==> config.mk <==
export PLATFORM = sky130hd
export DESIGN_NAME = fifo_write_arbiter
export DESIGN_NICKNAME = d
export VERILOG_FILES = /design/src/rtl/fifo_write_arbiter.sv
export SDC_FILE = /design/constraint.sdc
export NUM_CORES = 1
export LEC_CHECK = 0
export ABC_AREA = 1
export BUFFER_PORTS_ARGS = -buffer_cell sky130_fd_sc_hd__buf_2
export CORE_UTILIZATION = 35
export DETAILED_ROUTE_END_ITERATION = 10
export GPL_ROUTABILITY_DRIVEN = 0
export PLACE_DENSITY = 0.75
export SYNTH_ARGS = -nofsm -noshare
export SYNTH_HDL_FRONTEND = slang
export SYNTH_SLANG_ARGS = --single-unit
export TNS_END_PERCENT = 30
==> constraint.sdc <==
create_clock -name clk -period 4.45 [get_ports clk]
set_input_delay 0.2225 -clock clk [delete_from_list [all_inputs] [get_ports clk]]
set_output_delay 0.2225 -clock clk [all_outputs]
set_load 0.01 [all_outputs]
==> src/rtl/fifo_write_arbiter.sv <==
// fifo_write_arbiter: round-robin packet arbiter sharing one FIFO write port among N_REQ requesters.
// Define ARB_WDOG_EN to release a grant whose owner stalls for WDOG_CYC cycles (pulses wdog_err).
//
// state | meaning
// IDLE  | no grant held; arbitrate among valid requesters, register the winner
// BUSY  | grant held for gidx until its last beat is accepted (or watchdog trips)

module fifo_write_arbiter #(
    parameter int N_REQ    = 4,
    parameter int DATA_W   = 8,
    parameter int GNT_W    = 2,
    parameter int WDOG_CYC = 16
) (
    input  logic                    clk,
    input  logic                    rst,
    input  logic [N_REQ-1:0]        req_valid,
    input  logic [N_REQ-1:0]        req_last,
    input  logic [N_REQ*DATA_W-1:0] req_data,
    input  logic                    wfull,
    output logic [N_REQ-1:0]        req_ack,
    output logic [N_REQ-1:0]        gnt,
    output logic                    winc,
    output logic [DATA_W-1:0]       wdata,
    output logic                    busy,
    output logic                    wdog_err
);

    if (N_REQ < 2 || N_REQ > 8 || GNT_W != $clog2(N_REQ) || WDOG_CYC < 1) begin : g_bad_param
        $error("fifo_write_arbiter: illegal parameter combination");
    end

    typedef enum logic {IDLE, BUSY} state_t;

    state_t           state, state_nxt;
    logic [N_REQ-1:0] gnt_nxt;
    logic [GNT_W-1:0] gidx, gidx_nxt;
    logic [GNT_W-1:0] rr_ptr, rr_nxt;
    logic [GNT_W-1:0] pick_idx, cand;
    logic             found;
    logic             g_valid, g_last;
    logic             accept;
    logic             wdog_trip;

    // Circular search starting just after the previous winner.
    always_comb begin
        found    = 1'b0;
        pick_idx = '0;
        cand     = '0;
        for (int k = 1; k <= N_REQ; k++) begin
            cand = GNT_W'((int'(rr_ptr) + k) % N_REQ);
            if (!found && req_valid[cand]) begin
                found    = 1'b1;
                pick_idx = cand;
            end
        end
    end

    assign g_valid = req_valid[gidx];
    assign g_last  = req_last[gidx];
    assign busy    = (state == BUSY);
    assign accept  = busy & g_valid & ~wfull;

    always_comb begin
        winc    = accept;
        req_ack = accept ? gnt : '0;
        wdata   = busy ? req_data[int'(gidx)*DATA_W +: DATA_W] : '0;
    end

    always_comb begin
        state_nxt = state;
        gnt_nxt   = gnt;
        gidx_nxt  = gidx;
        rr_nxt    = rr_ptr;
        case (state)
            IDLE: begin
                if (found) begin
                    state_nxt = BUSY;
                    gidx_nxt  = pick_idx;
                    gnt_nxt   = N_REQ'(1) << pick_idx;
                end
            end
            BUSY: begin
                if ((accept && g_last) || wdog_trip) begin
                    state_nxt = IDLE;
                    gnt_nxt   = '0;
                    rr_nxt    = gidx;
                end
            end
            default: begin
                state_nxt = IDLE;
                gnt_nxt   = '0;
            end
        endcase
    end

    always_ff @(posedge clk or posedge rst) begin
        if (rst) begin
            state  <= IDLE;
            gnt    <= '0;
            gidx   <= '0;
            rr_ptr <= GNT_W'(N_REQ - 1);
        end else begin
            state  <= state_nxt;
            gnt    <= gnt_nxt;
            gidx   <= gidx_nxt;
            rr_ptr <= rr_nxt;
        end
    end

`ifdef ARB_WDOG_EN
    localparam int WDOG_W = $clog2(WDOG_CYC + 1);

    logic [WDOG_W-1:0] stall_cnt, stall_nxt;
    logic              wdog_err_q;

    // Only a silent owner with room in the FIFO counts as a stall.
    always_comb begin
        stall_nxt = '0;
        wdog_trip = 1'b0;
        if (busy && !g_valid && !wfull) begin
            if (stall_cnt == WDOG_W'(WDOG_CYC - 1)) begin
                wdog_trip = 1'b1;
            end else begin
                stall_nxt = stall_cnt + 1'b1;
            end
        end
    end

    always_ff @(posedge clk or posedge rst) begin
        if (rst) begin
            stall_cnt  <= '0;
            wdog_err_q <= 1'b0;
        end else begin
            stall_cnt  <= stall_nxt;
            wdog_err_q <= wdog_trip;
        end
    end

    assign wdog_err = wdog_err_q;
`else
    assign wdog_trip = 1'b0;
    assign wdog_err  = 1'b0;
`endif

endmodule

* Yosys cells after proc, flatten, opt, wreduce, memory -nomap -nowiden *
Cells that the tools add are included.

word-level totals
  output and inout port bits = 19
  input bits = 43
  register bits after elaboration = 9

operators by class
  magnitude comparators = 5
  shifts and indexed selects = 2
  muxes and demuxes = 28
  add/sub/neg operators = 4
  equal/unequal tests = 2
  reduce and logical (&&, ||, !) cells = 10
  bitwise logic cells = 4

operators with widths
  cell                 number
  $shiftx 32x6->8      1
  $lt 2x3->1 const B   5
  $bmux 1 s2           6
  $mux 1               12
  $mux 4               3
  $mux 2               4
  $mux 8               1
  $pmux 4 s2           1
  $reduce_and 2->1     3
  $add 2x1->2 const B  2
  $add 2x2->2 const B  2
  $logic_and 1x1->1    4
  $shl 1x2->4 const A  1
  $logic_not 1->1      3
  $and 1x1->1          2
  $ne 2x1->1 const B   1
  $ne 2x2->1 const B   1
  $not 1->1            2
  $pmux 1 s2           1

* Depth between registers and ports, before layout *
Gate-level depths: netlist of the first run.

  depth after elaboration = 16
  gate-level depth with buffers = 13
  mapped depth without buffers = 12

* Least setup slack after synthesis of the first run *
No wires, ideal clock.

  kind = reg-to-reg
  start point = register rr_ptr[1]
  end point = register gidx[0]
  stages on the path, launching flop included = 13
  period minus slack after synthesis = 1.598 ns
  arrival = 1.469 ns
  path buffers = 1
  library setup time = 0.129 ns
  setup slack = 2.852 ns
  data required time = 4.321 ns
  cells stage by stage = dfstp_2 > buf_6 > inv_2 > nand2_1 > nand2_2 > nand2_4 > nand2_4 > nor2_8 > nand2_4 > o21ai_4 > inv_2 > nand2_1 > o21ai_1

between the ends
  longest elaborated chain between the ends = 14

ends and longest elaborated chain
  what                          RTL line  source
  start, declared               37        logic [GNT_W-1:0] rr_ptr, rr_nxt;
  start signal, assigned        101       rr_ptr <= GNT_W'(N_REQ - 1);
  start signal, assigned        106       rr_ptr <= rr_nxt;
  $add 2x1->2                   50        cand = GNT_W'((int'(rr_ptr) + k) % N_REQ);
  $bmux 1 s2                    51        if (!found && req_valid[cand]) begin
  $mux 1 (not written as such)  51
  $mux 1                        51
  $logic_not 1->1               51
  $logic_and 1x1->1             51
  $mux 1                        51
  $logic_not 1->1               51
  $logic_and 1x1->1             51
  $mux 1                        51
  $logic_not 1->1               51
  $logic_and 1x1->1             51
  $mux 1                        51
  $reduce_and 2->1 (no line)    --
  end signal, assigned          105       gidx <= gidx_nxt;
  end, declared                 36        logic [GNT_W-1:0] gidx, gidx_nxt;

Parallel ways exist; a longest one is shown, timed or not. The select of a mux whose other input is x is not followed.
A chain may end at the register's enable or synchronous reset.

* Worst setup path after layout of the first run *
  start point = register gidx[0]
  end point = output port wdata[2]

between the ends
  longest elaborated chain between the ends = 2

ends and longest elaborated chain
  what             RTL line  source
  $shiftx 32x6->8  66        wdata = busy ? req_data[int'(gidx)*DATA_W +: DATA_W] : '0;
  $mux 8           66
  end, declared    23        output logic [DATA_W-1:0] wdata,

Every way passes these cells.

==> results of run 1 <==
-- repair_timing --
action                                 CTS  global route
gates resized for setup                  0             0
hold buffers                             1             0
endpoints found under the hold margin    7             0
-- synthesized netlist by cell type, types with 2 or more instances --
| cell | instances | share of area, % |
|---|---|---|
| sky130_fd_sc_hd__a21oi_1 | 10 | 4.4 |
| sky130_fd_sc_hd__buf_2 | 2 | 0.89 |
| sky130_fd_sc_hd__buf_4 | 2 | 1.3 |
| sky130_fd_sc_hd__buf_6 | 2 | 2.0 |
| sky130_fd_sc_hd__clkbuf_1 | 5 | 1.7 |
| sky130_fd_sc_hd__dfrtp_1 | 7 | 16 |
| sky130_fd_sc_hd__dfstp_2 | 2 | 4.7 |
| sky130_fd_sc_hd__inv_1 | 14 | 4.7 |
| sky130_fd_sc_hd__inv_2 | 5 | 1.7 |
| sky130_fd_sc_hd__nand2_1 | 35 | 12 |
| sky130_fd_sc_hd__nand2_2 | 11 | 6.1 |
| sky130_fd_sc_hd__nand2_4 | 5 | 5.0 |
| sky130_fd_sc_hd__nand3_1 | 19 | 8.4 |
| sky130_fd_sc_hd__nand3_2 | 3 | 2.7 |
| sky130_fd_sc_hd__nand4_1 | 4 | 2.2 |
| sky130_fd_sc_hd__nor2_1 | 39 | 13 |
| sky130_fd_sc_hd__o21ai_0 | 20 | 8.9 |
| sky130_fd_sc_hd__o21ai_1 | 2 | 0.89 |
-- per-stage QoR --
step	setup slack [ns]	utilization [%]	hold WS (ns)	std cells
3_3_place_gp	2.52	46.4	0.195	284
3_5_place_dp	2.52	46.4	0.202	284
2_1_floorplan	2.85	-	0.0490	191
4_1_cts	2.28	47.5	0.449	289
6_report	2.28	47.5	0.448	289
5_1_grt	1.99	47.5	0.496	289
-- layout by cell type (no fill, tap or decap) --
cell	count
sky130_fd_sc_hd__clkbuf_4	3
sky130_fd_sc_hd__buf_2	60
sky130_fd_sc_hd__clkbuf_1	1
sky130_fd_sc_hd__nand3b_1	1
sky130_fd_sc_hd__nand3_1	19
sky130_fd_sc_hd__nand4_1	4
sky130_fd_sc_hd__nand2_1	35
sky130_fd_sc_hd__conb_1	1
sky130_fd_sc_hd__nand3_2	3
sky130_fd_sc_hd__dfstp_2	2
sky130_fd_sc_hd__inv_2	5
sky130_fd_sc_hd__o21ai_4	1
sky130_fd_sc_hd__nand2_4	5
sky130_fd_sc_hd__o21ai_0	20
sky130_fd_sc_hd__o21ai_1	2
sky130_fd_sc_hd__dlygate4sd3_1	1
sky130_fd_sc_hd__a21oi_1	10
sky130_fd_sc_hd__nand2_2	11
sky130_fd_sc_hd__nor2_8	1
sky130_fd_sc_hd__nor2_1	39
sky130_fd_sc_hd__dfrtp_1	7
sky130_fd_sc_hd__inv_1	14
-- critical path: cells and delay by family, from the launching register on --
family / cells / cell delay, ns
flip-flops: 1 / 0.74
buffers and inverters: 2 / 0.58
AO/OA/AOI/OAI: 2 / 0.35
-- path summary, 6_finish.rpt --
path | slack, ns | start | to | cells after the start
worst max-delay path | 2.28 | gidx[0] | wdata[2] | 4
worst min-delay path | 0.45 | rst | busy | 3
worst max register to register | 2.47 | rr_ptr[0] | gidx[0] | 11
worst min register to register | 0.52 | busy | busy | 2
max in group asynchronous | 3.71 | rst | rr_ptr[0] | 3
min in group clk | 0.45 | req_last[2] | rr_ptr[0] | 5
-- registers in the layout, indices dropped and copies added (netlist names) --
signal	count
gnt	4
gidx	2
busy	1
rr_ptr	2
-- cells by family after synthesis --
family | after synthesis | share of synthesized area, %
and+or+nand+nor | 118 | 51.6
AOI/OAI and AO/OA | 33 | 15.7
buffers and inverters | 30 | 12.2
DFF | 9 | 20.2
other | 1 | 0.333
-- routing by layer --
layer | wire length (um) | vias to the layer above
li1 | - | 717
met1 | 1370 | 618
met2 | 1390 | 37
met3 | 112 | 9
met4 | 89 | 0
met5 | 0 | -
-- cell type report --
class	instances	area share (%)
well taps	44	3.79
clock buffers	4	1.81
repair buffers	61	21.4
multi-input cells	152	52.4
flip-flops and latches	9	15.7
inverters	19	4.91
-- power by group through the flow --
stage               logic [mW]  clock network [mW]  registers [mW]
floorplan                0.571                   0           0.146
global placement         0.658                   0           0.193
detailed placement       0.665                   0           0.193
CTS                      0.674              0.0678           0.192
global route             0.759              0.0702           0.201
finish                   0.668              0.0664           0.192
==> results.md, run 1 <==
- The total power of the final layout is 927 uW.
- The vertical die dimension is 58.7 um.
- In the routed layout, each cell is associated on average with a via count of 4.78.
- The net count of the finished layout is 289.
- The total negative slack for setup checks is 0 ns.
- The relative contribution of the clock network to total power is 7.2%.
- The initial antenna violation count is 0.
- Summing over every cut layer, the via total after detailed routing is 1381.
- The maximum buffer depth of the clock tree is 2.
- Setup violations remaining at the end of the flow were counted as 0.
- The cell with the largest stage delay on the worst path is sky130_fd_sc_hd__dfrtp_1.
- Entering global routing, the biggest net connects 24 pins.
- In the final layout, the multi-input gates occupy 761 um2.
- The overflow left after global routing is 0.
- The post-CTS setup-driven buffer insertion count is 0.
- After clock tree synthesis, the clock-pin slew on the worst setup and hold paths is 0.06 ns.
- The mapped netlist covers 1130 um2.
- Each instance of the synthesized netlist takes up on average 5.90 um2.
- The power per cell area is 638 nW/um2.
- 62 I/O pins were placed.
- The number of instances in the synthesized netlist is 191.
- STA puts the critical path data arrival time at 1.95 ns.
- In the routed design, unresolved DRC markers number 0.
- The placed wire-length estimate after detailed placement is 2.26 mm.
- The number of sinks on the clock net is 9.
- The via count of the first global-routing pass is 1162.
- The first global-routing pass estimated 4.93 mm of wire.
- The analysis attributes to cell leakage a power of 0.816 nW.
- The clock root buffer is sky130_fd_sc_hd__clkbuf_4.
- The internal cell power is 402 uW.
- The repair_antennas step left the layout with diodes totalling 0.
- Counting flops and latches in the post-synthesis netlist gives 9.
- In this run, flip-flops and latches consume 20.7% of the power.
- The sequential fraction of the synthesis area is 20.2%.
- The worst-case IR drop observed on VDD is 0.329 mV.
- The met2 track demand over resource is 30.2%.
- The element type at the critical path start is a flop.
- The number of DRC markers in iteration 0 is 56.
- The layer with the highest usage is met2.
- The initial utilization of the core area, before any placement, comes to 36.9%.
- The clock tree from TritonCTS is built.
- The finished cells cover 1450 um2.
- The net switching power is 525 uW.
- The count of buffers from port buffering is 60.
- The hold violation count in the final report is 0.
- The clock period could shrink to 2.17 ns.
- The number of enable-type register cells in the synthesized netlist is 0.
- The number of nets with antenna violations after detailed routing is 0.
- The area overhead of the layout relative to synthesis is 28.9%.
- The core outline area is 3050 um2.
- The first TritonRoute pass finished after 4 iterations.
- The total of max-cap violations is 0.
- The maximum level of the CTS H-tree is 1.
- The peak clock frequency supported by timing is 0.461 GHz.
- The combinational share of power is 72.1%.
- The flow ran to the end, and the final reports show no timing, DRC or antenna violations.
- The sort of element at the end of the critical path is a primary output.
- The biggest fanout along the worst timing path is 23.
- The worst setup skew after layout is 0.000394 ns.
- The all-layer global routing usage is 18.4%.
- The post-route netlist has 37.1% of its cells at a drive strength greater than 1.
- The stage delay of the slowest cell on the critical path is 0.74 ns.
- The period utilization is 48.7%.
- The number of filler cells placed in the layout is 356.
- Walking the worst path, the cells encountered are inv_1 > o21ai_0 > a21oi_1 > buf_2.
- Measured against its own limit, the worst slew margin works out to 58.5%.
- The max-slew violation total from the final report is 0.
- The unique cell type count in the Yosys netlist is 22.
- The met1 usage in global routing is 24.3%.
- In the synthesized netlist the dominant register cell turns out to be sky130_fd_sc_hd__dfrtp_1.
- The floorplan step set the die width to 58.7 um.
- The die covers 3450 um2.
- At the worst endpoint, the required time is 4.23 ns.
- In this run, CTS created clock tree buffers numbering 3.
- The fraction of power spent switching nets is 56.7%.
- The critical path in this run is classified as flop to primary output.
- The total placed instance area is 1420 um2.
- For the pin with the worst max-slew slack, the measured transition is 0.623 ns.
- The clock insertion delay at the later pin of the skew report is 0.27 ns.
- The worst hold path belongs to the class primary input to asynchronous set/reset pin.
- After floorplanning, the core was divided into 20 placement rows.
- Counting flops with an async set or reset pin after synthesis yields a share of 100%.
- Summed over all layers, the routed wires come to 2.96 mm.
- Global routing used 1.76% of the available met3 tracks.
- Synthesis produced a netlist with a net count of 234.
- The wire length per cell after detailed routing is 10.3 um.
- Setup repair after global routing left no endpoint under its margin.
- Registers take 228 um2.
- The yosys synthesis warning count is 0.
Note: power is estimated with default switching activity, not from simulation.
==> run 2, diff against run 1 <==
ABC_AREA = 0   (was 1)
PLACE_DENSITY = 0.81   (was 0.75)
clock period = 2.25 ns   (was 4.45 ns; I/O delays follow)
==> run 2 against run 1 <==
  * Register-to-register slack worse by 2.0 ns
  * Utilization grew 5.4 points
  * Cell area shrank 19%
==> results.md, run 2 <==
- The peak supply drop is 0.679 mV (was 0.329 mV).
- The placed wire-length estimate after detailed placement is 1.83 mm (was 2.26 mm).
- The element type at the critical path start is a flop (unchanged).
- The vertical die dimension came to 50.6 um (was 58.7 um).
- The clock input transition at the sequential cells of the worst setup and hold paths came to 0.06 ns (about the same).
- The floorplan row count is 17 (was 20).
- The number of DRC markers in iteration 0 is 13 (was 56).
- The global-route wire length before repair is 3.66 mm (was 4.93 mm).
- The total of hold buffers inserted after clock tree synthesis is 1 (unchanged).
- The fraction of the mapped netlist area in compound gates is 16.1% (was 15.7%).
- The share of synthesized registers carrying an async set or reset came to 100% (unchanged).
- The count of buffers from port buffering is 60 (unchanged).
- The number of filler cells placed in the layout is 218 (was 356).
- Outcome: finished, final reports clean (unchanged).
- The post-synthesis register bit count came to 9 (unchanged).
- The clock period minus worst slack is 1.94 ns.
- The area overhead of the layout relative to synthesis is 41.8% (was 28.9%).
- The via count of the first global-routing pass came to 815 (was 1162).
- The area share of and/or/nand/nor cells after synthesis is 19.5% (was 51.6%).
- The total clock buffers created by CTS came to 3 (unchanged).
- The per-cell via count in the routed design came to 5.31 (was 4.78).
- The post-route standard cell area excluding fillers is 1170 um2 (was 1450 um2).
- The netlist area before placement is 826 um2 (was 1130 um2).
- The max-slew violation total from the final report came to 0 (unchanged).
- The cell type contributing the most total cell area after synthesis is sky130_fd_sc_hd__mux4_2 (was sky130_fd_sc_hd__dfrtp_1).
- The xor/xnor share of the synthesized area is 0% (unchanged).
- The critical path arrival was 1.83 ns (was 1.95 ns).
- The total of max-cap violations came to 0 (unchanged).
- The core outline area is 2210 um2 (was 3050 um2).
- The number of sinks on the clock net is 9 (unchanged).
- The overflow left after global routing was 0 (unchanged).
- The data required time of the worst path came to 2.14 ns (was 4.23 ns).
- The initial cell density of the core is 37.3% (was 36.9%).
- The maximum buffer depth of the clock tree was 2 (unchanged).
- The leading cell type in the layout, fill and taps excluded was sky130_fd_sc_hd__buf_2 (unchanged).
- The post-CTS setup-driven buffer insertion count is 0 (unchanged).
- The most used flip-flop cell after synthesis is sky130_fd_sc_hd__dfrtp_1 (unchanged).
- The type of the setup path with the least slack is flop to primary output (unchanged).
- The hold violation count in the final report came to 0 (unchanged).
- In the finished design, the share of the clock period the worst path needs comes to 86.3%.
- The number of enable-type register cells in the synthesized netlist is 0 (unchanged).
- The number of antenna diodes came to 0 (unchanged).
- The clock insertion delay at the later pin of the skew report was 0.26 ns (was 0.27 ns).
- The clock root buffer is sky130_fd_sc_hd__clkbuf_4 (unchanged).
- The combinational family with the most area after synthesis is multiplexers (was simple AND/OR/NAND/NOR gates).
- The number of nets with antenna violations after detailed routing is 0 (unchanged).
- The count of vias placed by the detailed router was 850 (was 1381).
- The largest net degree at the start of global routing is 14 (was 24).
- The number of placed I/O pins is 62 (unchanged).
- Based on the critical path, the design can be clocked at up to 0.515 GHz.
- The number of resized instances in the post-cts repair step came to 0 (unchanged).
- The leakage power is 0.586 nW (was 0.816 nW).
- The flip-flop count of the largest register, all copies and words added came to 4 (unchanged).
- The wire length on met1 was 887 um (was 1.37 mm).
- The final setup violation count is 0 (unchanged).
- The number of nets in the finished design was 176 (was 289).
- The post-detailed-route DRC marker count is 0 (unchanged).
- The yosys synthesis warning count is 0 (unchanged).
- The total placed instance area is 1130 um2 (was 1420 um2).
- The total negative slack for setup checks was 0 ns (unchanged).
- The amount of wire on met3 after detailed routing is 117 um (was 112 um).
- The highest signal layer in the routed design is met4 (unchanged).
- The biggest fanout along the worst timing path was 10 (was 23).
- Ranking of synthesized cells by instance count: sky130_fd_sc_hd__and2_1, sky130_fd_sc_hd__mux4_2, sky130_fd_sc_hd__dfrtp_1 (was sky130_fd_sc_hd__nor2_1, sky130_fd_sc_hd__nand2_1, sky130_fd_sc_hd__o21ai_0).
- Dominant cells by area after synthesis: sky130_fd_sc_hd__mux4_2, sky130_fd_sc_hd__dfrtp_1, sky130_fd_sc_hd__and2_1 (was sky130_fd_sc_hd__dfrtp_1, sky130_fd_sc_hd__nor2_1, sky130_fd_sc_hd__nand2_1).
- The multiplexer area fraction after synthesis is 31.4% (was 0%).
- The reg-to-reg setup timing slack is 0.48 ns (was 2.47 ns).
- The class of the most critical hold timing path is primary input to flop (was primary input to asynchronous set/reset pin).
- The register containing the most flip-flops in the final layout is gnt (unchanged).
- The number of instances in the synthesized netlist is 72 (was 191).
- The length of the first detailed-routing pass in iterations was 4 (unchanged).
- The final wirelength was 2.25 mm (was 2.96 mm).
- The die outline area is 2560 um2 (was 3450 um2).
- The total met2 wirelength after detailed routing was 1.21 mm (was 1.39 mm).
- The post-synthesis net count is 115 (was 234).
- The sort of element at the end of the critical path is a primary output (unchanged).
- The worst setup skew after layout is 0.00433 ns (was 0.000394 ns).
- The width of the die is 50.6 um (was 58.7 um).
- The wire length per cell after detailed routing is 14.0 um (was 10.3 um).
- Setup repair after global routing missed its margin: no (unchanged).
- Largest registers: gnt: 4 flops, gidx: 2 flops, rr_ptr: 2 flops (unchanged).
- The power per cell area is 1130 nW/um2 (was 638 nW/um2).
- The clock tree from TritonCTS is built (unchanged).
- The initial antenna violation count came to 0 (unchanged).
- Top library cells by usage in the layout, fill and taps aside: sky130_fd_sc_hd__buf_2, sky130_fd_sc_hd__and2_1, sky130_fd_sc_hd__mux4_2 (was sky130_fd_sc_hd__buf_2, sky130_fd_sc_hd__nor2_1, sky130_fd_sc_hd__nand2_1).
- The all-layer global routing usage is 19.0% (was 18.4%).
- The average size of a mapped cell is 11.5 um2 (was 5.90 um2).
- The maximum level of the CTS H-tree is 1 (unchanged).
- The arithmetic-cell share of the synthesized area counting full adders, half adders and majority gates came to 0% (unchanged).
- The fraction of final layout cells sized beyond drive strength 1 is 59.8% (was 37.1%).
- The cell with the most instances after synthesis is sky130_fd_sc_hd__and2_1 (was sky130_fd_sc_hd__nor2_1).
- The portion of synthesized cell area occupied by the leading cell type is 24.5% (was 15.6%).
- The unique cell type count in the Yosys netlist is 31 (was 22).
- The sequential fraction of the synthesis area is 27.6% (was 20.2%).
[run 2: area by class of cell]
| cell class | count | area, um2 | share of cell area [%] |
|---|---|---|---|
| Multi-Input combinational cell | 55 | 557 | 47.5 |
| Timing Repair Buffer | 62 | 318 | 27.1 |
| Sequential cell | 9 | 228 | 19.4 |
| Tap cell | 28 | 35.0 | 2.99 |
| Clock buffer | 4 | 26.3 | 2.24 |
| Inverter | 2 | 7.51 | 0.641 |
[run 2: path summary, 6_finish.rpt]
path / from / end / cells past startpoint
min reg2reg: gnt[1] / gnt[1] / 1
max: gidx[0] / wdata[1] / 4
min in group asynchronous: rst / gnt[3] / 3
max in group asynchronous: rst / rr_ptr[1] / 3
max reg2reg: gidx[1] / gnt[2] / 4
min: req_last[2] / rr_ptr[1] / 3
[run 2: critical path, cell delays in order (launching register included)]
cell	delay, ns
sky130_fd_sc_hd__dfrtp_1	0.47
sky130_fd_sc_hd__buf_4	0.27
sky130_fd_sc_hd__mux4_2	0.51
sky130_fd_sc_hd__and2_1	0.17
sky130_fd_sc_hd__buf_2	0.14
[run 2: kinds of logic (layout without fill, tap and decap cells)]
family,count (synthesis),count (layout)
buffers and inverters,8,68
AO/OA/AOI/OAI,15,15
flip-flops,9,9
multiplexers,14,14
other,1,1
AND/OR/NAND/NOR,25,25
[run 2: power by group]
part           internal [mW]  switching [mW]
Combinational          0.472           0.355
Sequential             0.245           0.120
Clock                 0.0685          0.0603
Total                  0.786           0.535
[run 2: stage by stage]
stage	hold WS [ns]	worst slack (ns)	util (%)	power, mW	cells
2_1_floorplan	-0.0610	0.753	-	0.953	72
3_3_place_gp	0.0732	0.550	51.3	1.17	155
3_5_place_dp	0.0895	0.484	51.3	1.20	155
4_1_cts	0.237	0.277	52.9	1.34	160
5_1_grt	0.246	0.192	52.9	1.42	160
6_report	0.244	0.308	52.9	1.32	160
[run 2: layer usage]
layer  global-route usage [%]  vias up
met2                     34.4       37
li1                         -      397
met1                     21.6      412
met3                     2.73        4
met4                     8.80        0
met5                        0        -
==> run 3, diff against run 2 <==
--- a/config.mk
+++ b/config.mk
@@ -10,2 +10,3 @@
 export CORE_UTILIZATION = 35
+export CTS_BUF_LIST = sky130_fd_sc_hd__clkbuf_4 sky130_fd_sc_hd__clkbuf_8
 export DETAILED_ROUTE_END_ITERATION = 10
--- a/constraint.sdc
+++ b/constraint.sdc
@@ -3,2 +3,2 @@
 set_output_delay 0.1125 -clock clk [all_outputs]
-set_load 0.01 [all_outputs]
+set_load 0.005 [all_outputs]
==> run 3 against run 2 <==
  * First-iteration DRC count increased by 38%
  * Non-clock buffer count is the same
  * Die area unchanged
  * Setup slack better by 0.019 ns
  * Combinational power down 7.5%
  * Via count is 0.12% higher
  * Critical path depth did not move
  * Critical endpoint is now wdata[4]
  * Largest cell class unchanged
  * Largest power group unchanged
==> results.md, run 3 (same netlist as run 2, synthesis figures left out) <==
- The sort of element at the end of the critical path is a primary output (unchanged).
- The data required time of the worst path was 2.14 ns (about the same).
- The biggest fanout along the worst timing path came to 10 (unchanged).
- The class of the most critical hold timing path is primary input to flop (unchanged).
- The final wirelength is 2.30 mm (was 2.25 mm).
- The flip-flop count of the largest register, all copies and words added came to 4 (unchanged).
- The leakage power came to 0.590 nW (was 0.586 nW).
- The total of max-cap violations is 0 (unchanged).
- The number of sinks on the clock net is 9 (unchanged).
- The clock input transition at the sequential cells of the worst setup and hold paths came to 0.06 ns (about the same).
- The number of placed I/O pins was 62 (unchanged).
- The period utilization came to 85.5% (was 86.3%).
- The maximum level of the CTS H-tree is 1 (unchanged).
- The cell with the largest stage delay on the worst path is sky130_fd_sc_hd__mux4_2 (unchanged).
- The worst path buffer plus inverter count is 2 (unchanged).
- The wire length per cell after detailed routing came to 14.4 um (was 14.0 um).
- The largest net degree at the start of global routing was 14 (unchanged).
- The count of buffers from port buffering came to 60 (unchanged).
- The clock insertion delay at the later pin of the skew report is 0.27 ns (was 0.26 ns).
- The die outline area is 2560 um2 (unchanged).
- The register containing the most flip-flops in the final layout was gnt (unchanged).
- The vertical die dimension came to 50.6 um (unchanged).
- The total clock buffers created by CTS came to 3 (unchanged).
- The number of nets with antenna violations after detailed routing was 0 (unchanged).
- The initial antenna violation count is 0 (unchanged).
- The stage delay of the slowest cell on the critical path is 0.51 ns (about the same).
- Largest registers: gnt: 4 flops, gidx: 2 flops, rr_ptr: 2 flops (unchanged).
- The global-route wire length before repair is 3.75 mm (was 3.66 mm).
- The critical path arrival is 1.81 ns (was 1.83 ns).
- The total negative slack for setup checks is 0 ns (unchanged).
- The peak supply drop is 0.597 mV (was 0.679 mV).
- The final setup violation count was 0 (unchanged).
- The number of filler cells placed in the layout is 205 (was 218).
- The number of antenna diodes is 0 (unchanged).
- The placed wire-length estimate after detailed placement is 1.88 mm (was 1.83 mm).
- The via count of the first global-routing pass was 848 (was 815).
- The peak clock frequency supported by timing was 0.520 GHz (was 0.515 GHz).
- Top library cells by usage in the layout, fill and taps aside: sky130_fd_sc_hd__buf_2, sky130_fd_sc_hd__and2_1, sky130_fd_sc_hd__mux4_2 (unchanged).
- The area overhead of the layout relative to synthesis is 42.3% (was 41.8%).
- The clock period minus worst slack is 1.92 ns (was 1.94 ns).
- Outcome: finished, final reports clean (unchanged).
- The length of the first detailed-routing pass in iterations is 4 (unchanged).
- The clock root buffer is sky130_fd_sc_hd__clkbuf_4 (unchanged).
- The type of the setup path with the least slack is flop to primary output (unchanged).
- The post-detailed-route DRC marker count is 0 (unchanged).
- The clock tree from TritonCTS is built (unchanged).
- The number of nets in the finished design came to 176 (unchanged).
- The overflow left after global routing is 0 (unchanged).
- The all-layer global routing usage is 19.4% (was 19.0%).
- The post-CTS setup-driven buffer insertion count is 0 (unchanged).
- The number of resized instances in the post-cts repair step is 0 (unchanged).
- The floorplan row count came to 17 (unchanged).
- The max-slew violation total from the final report is 0 (unchanged).
- The core utilization of the finished layout is 53.1% (was 52.9%).
- The hold violation count in the final report was 0 (unchanged).
- The per-cell via count in the routed design was 5.32 (was 5.31).
- The worst setup skew after layout was 0.00124 ns (was 0.00433 ns).
- The count of vias placed by the detailed router was 851 (was 850).
- Cell Chain, Critical Path: buf_4 > mux4_2 > and2_1 > buf_2 (unchanged).
- The number of DRC markers in iteration 0 was 18 (was 13).
- The initial cell density of the core is 37.3% (unchanged).
- The element type at the critical path start is a flop (unchanged).
- The power per cell area is 1080 nW/um2 (was 1130 nW/um2).
- The leading cell type in the layout, fill and taps excluded is sky130_fd_sc_hd__buf_2 (unchanged).
- The fraction of final layout cells sized beyond drive strength 1 is 60.6% (was 59.8%).
- The maximum buffer depth of the clock tree came to 2 (unchanged).
- The width of the die is 50.6 um (unchanged).
- The family of cells with the greatest summed delay on the critical path is multiplexers (unchanged).
- Setup repair after global routing missed its margin: no (unchanged).
- The core outline area is 2210 um2 (unchanged).
==> run 3: layer usage <==
layer / vias to the layer above / global-route usage (%) / part of all wire [%]
met2: 32 / 33.3 / 53
li1: 393 / - / -
met4: 0 / 9.26 / 1.1
met3: 4 / 3.33 / 4.6
met1: 422 / 23.3 / 41
met5: - / 0 / 0
==> run 3: worst register-to-register path, cell delays in order (launching register included) <==
cell,delay [ns]
sky130_fd_sc_hd__dfrtp_1,0.56
sky130_fd_sc_hd__or3b_4,0.48
sky130_fd_sc_hd__o22ai_4,0.22
sky130_fd_sc_hd__nand2_4,0.12
sky130_fd_sc_hd__a32o_1,0.27
==> run 3: path summary, 6_finish.rpt <==
kind	slack, ns	startpoint	endpoint	depth (start not counted)
min	0.26	req_last[2]	rr_ptr[1]	3
max in group asynchronous	1.63	rst	rr_ptr[1]	3
max	0.33	gidx[0]	wdata[4]	4
min in group asynchronous	0.33	rst	gidx[0]	3
max reg2reg	0.49	gidx[1]	gnt[0]	4
min reg2reg	0.54	gnt[3]	gnt[3]	1
==> run 3: cell type report <==
class	count	area [um2]	area share [%]
clock buffers	4	30.0	2.56
inverters	2	7.51	0.639
multi-input cells	55	557	47.4
flip-flops and latches	9	228	19.4
well taps	28	35.0	2.98
repair buffers	62	318	27.0
==> run 3: per-stage QoR <==
step / worst slack, ns / hold slack, ns / instances / power [mW] / cell area (um2)
floorplan: 0.762 / -0.0610 / 72 / 0.894 / 826
detailed placement: 0.499 / 0.0825 / 155 / 1.14 / 1130
CTS: 0.297 / 0.246 / 160 / 1.28 / 1170
finish: 0.327 / 0.257 / 160 / 1.27 / 1170
global placement: 0.553 / 0.0717 / 155 / 1.11 / 1130
global route: 0.232 / 0.268 / 160 / 1.37 / 1170
==> run 3: what timing repair did <==
action | in CTS | in global routing
setup endpoints to repair | 0 | 0
hold endpoints to repair | 7 | 0
hold buffers | 1 | 0
==> run 3: power by group <==
part	internal [mW]	switching [mW]
clock	0.0807	0.0602
sequential	0.245	0.121
combinational	0.469	0.296
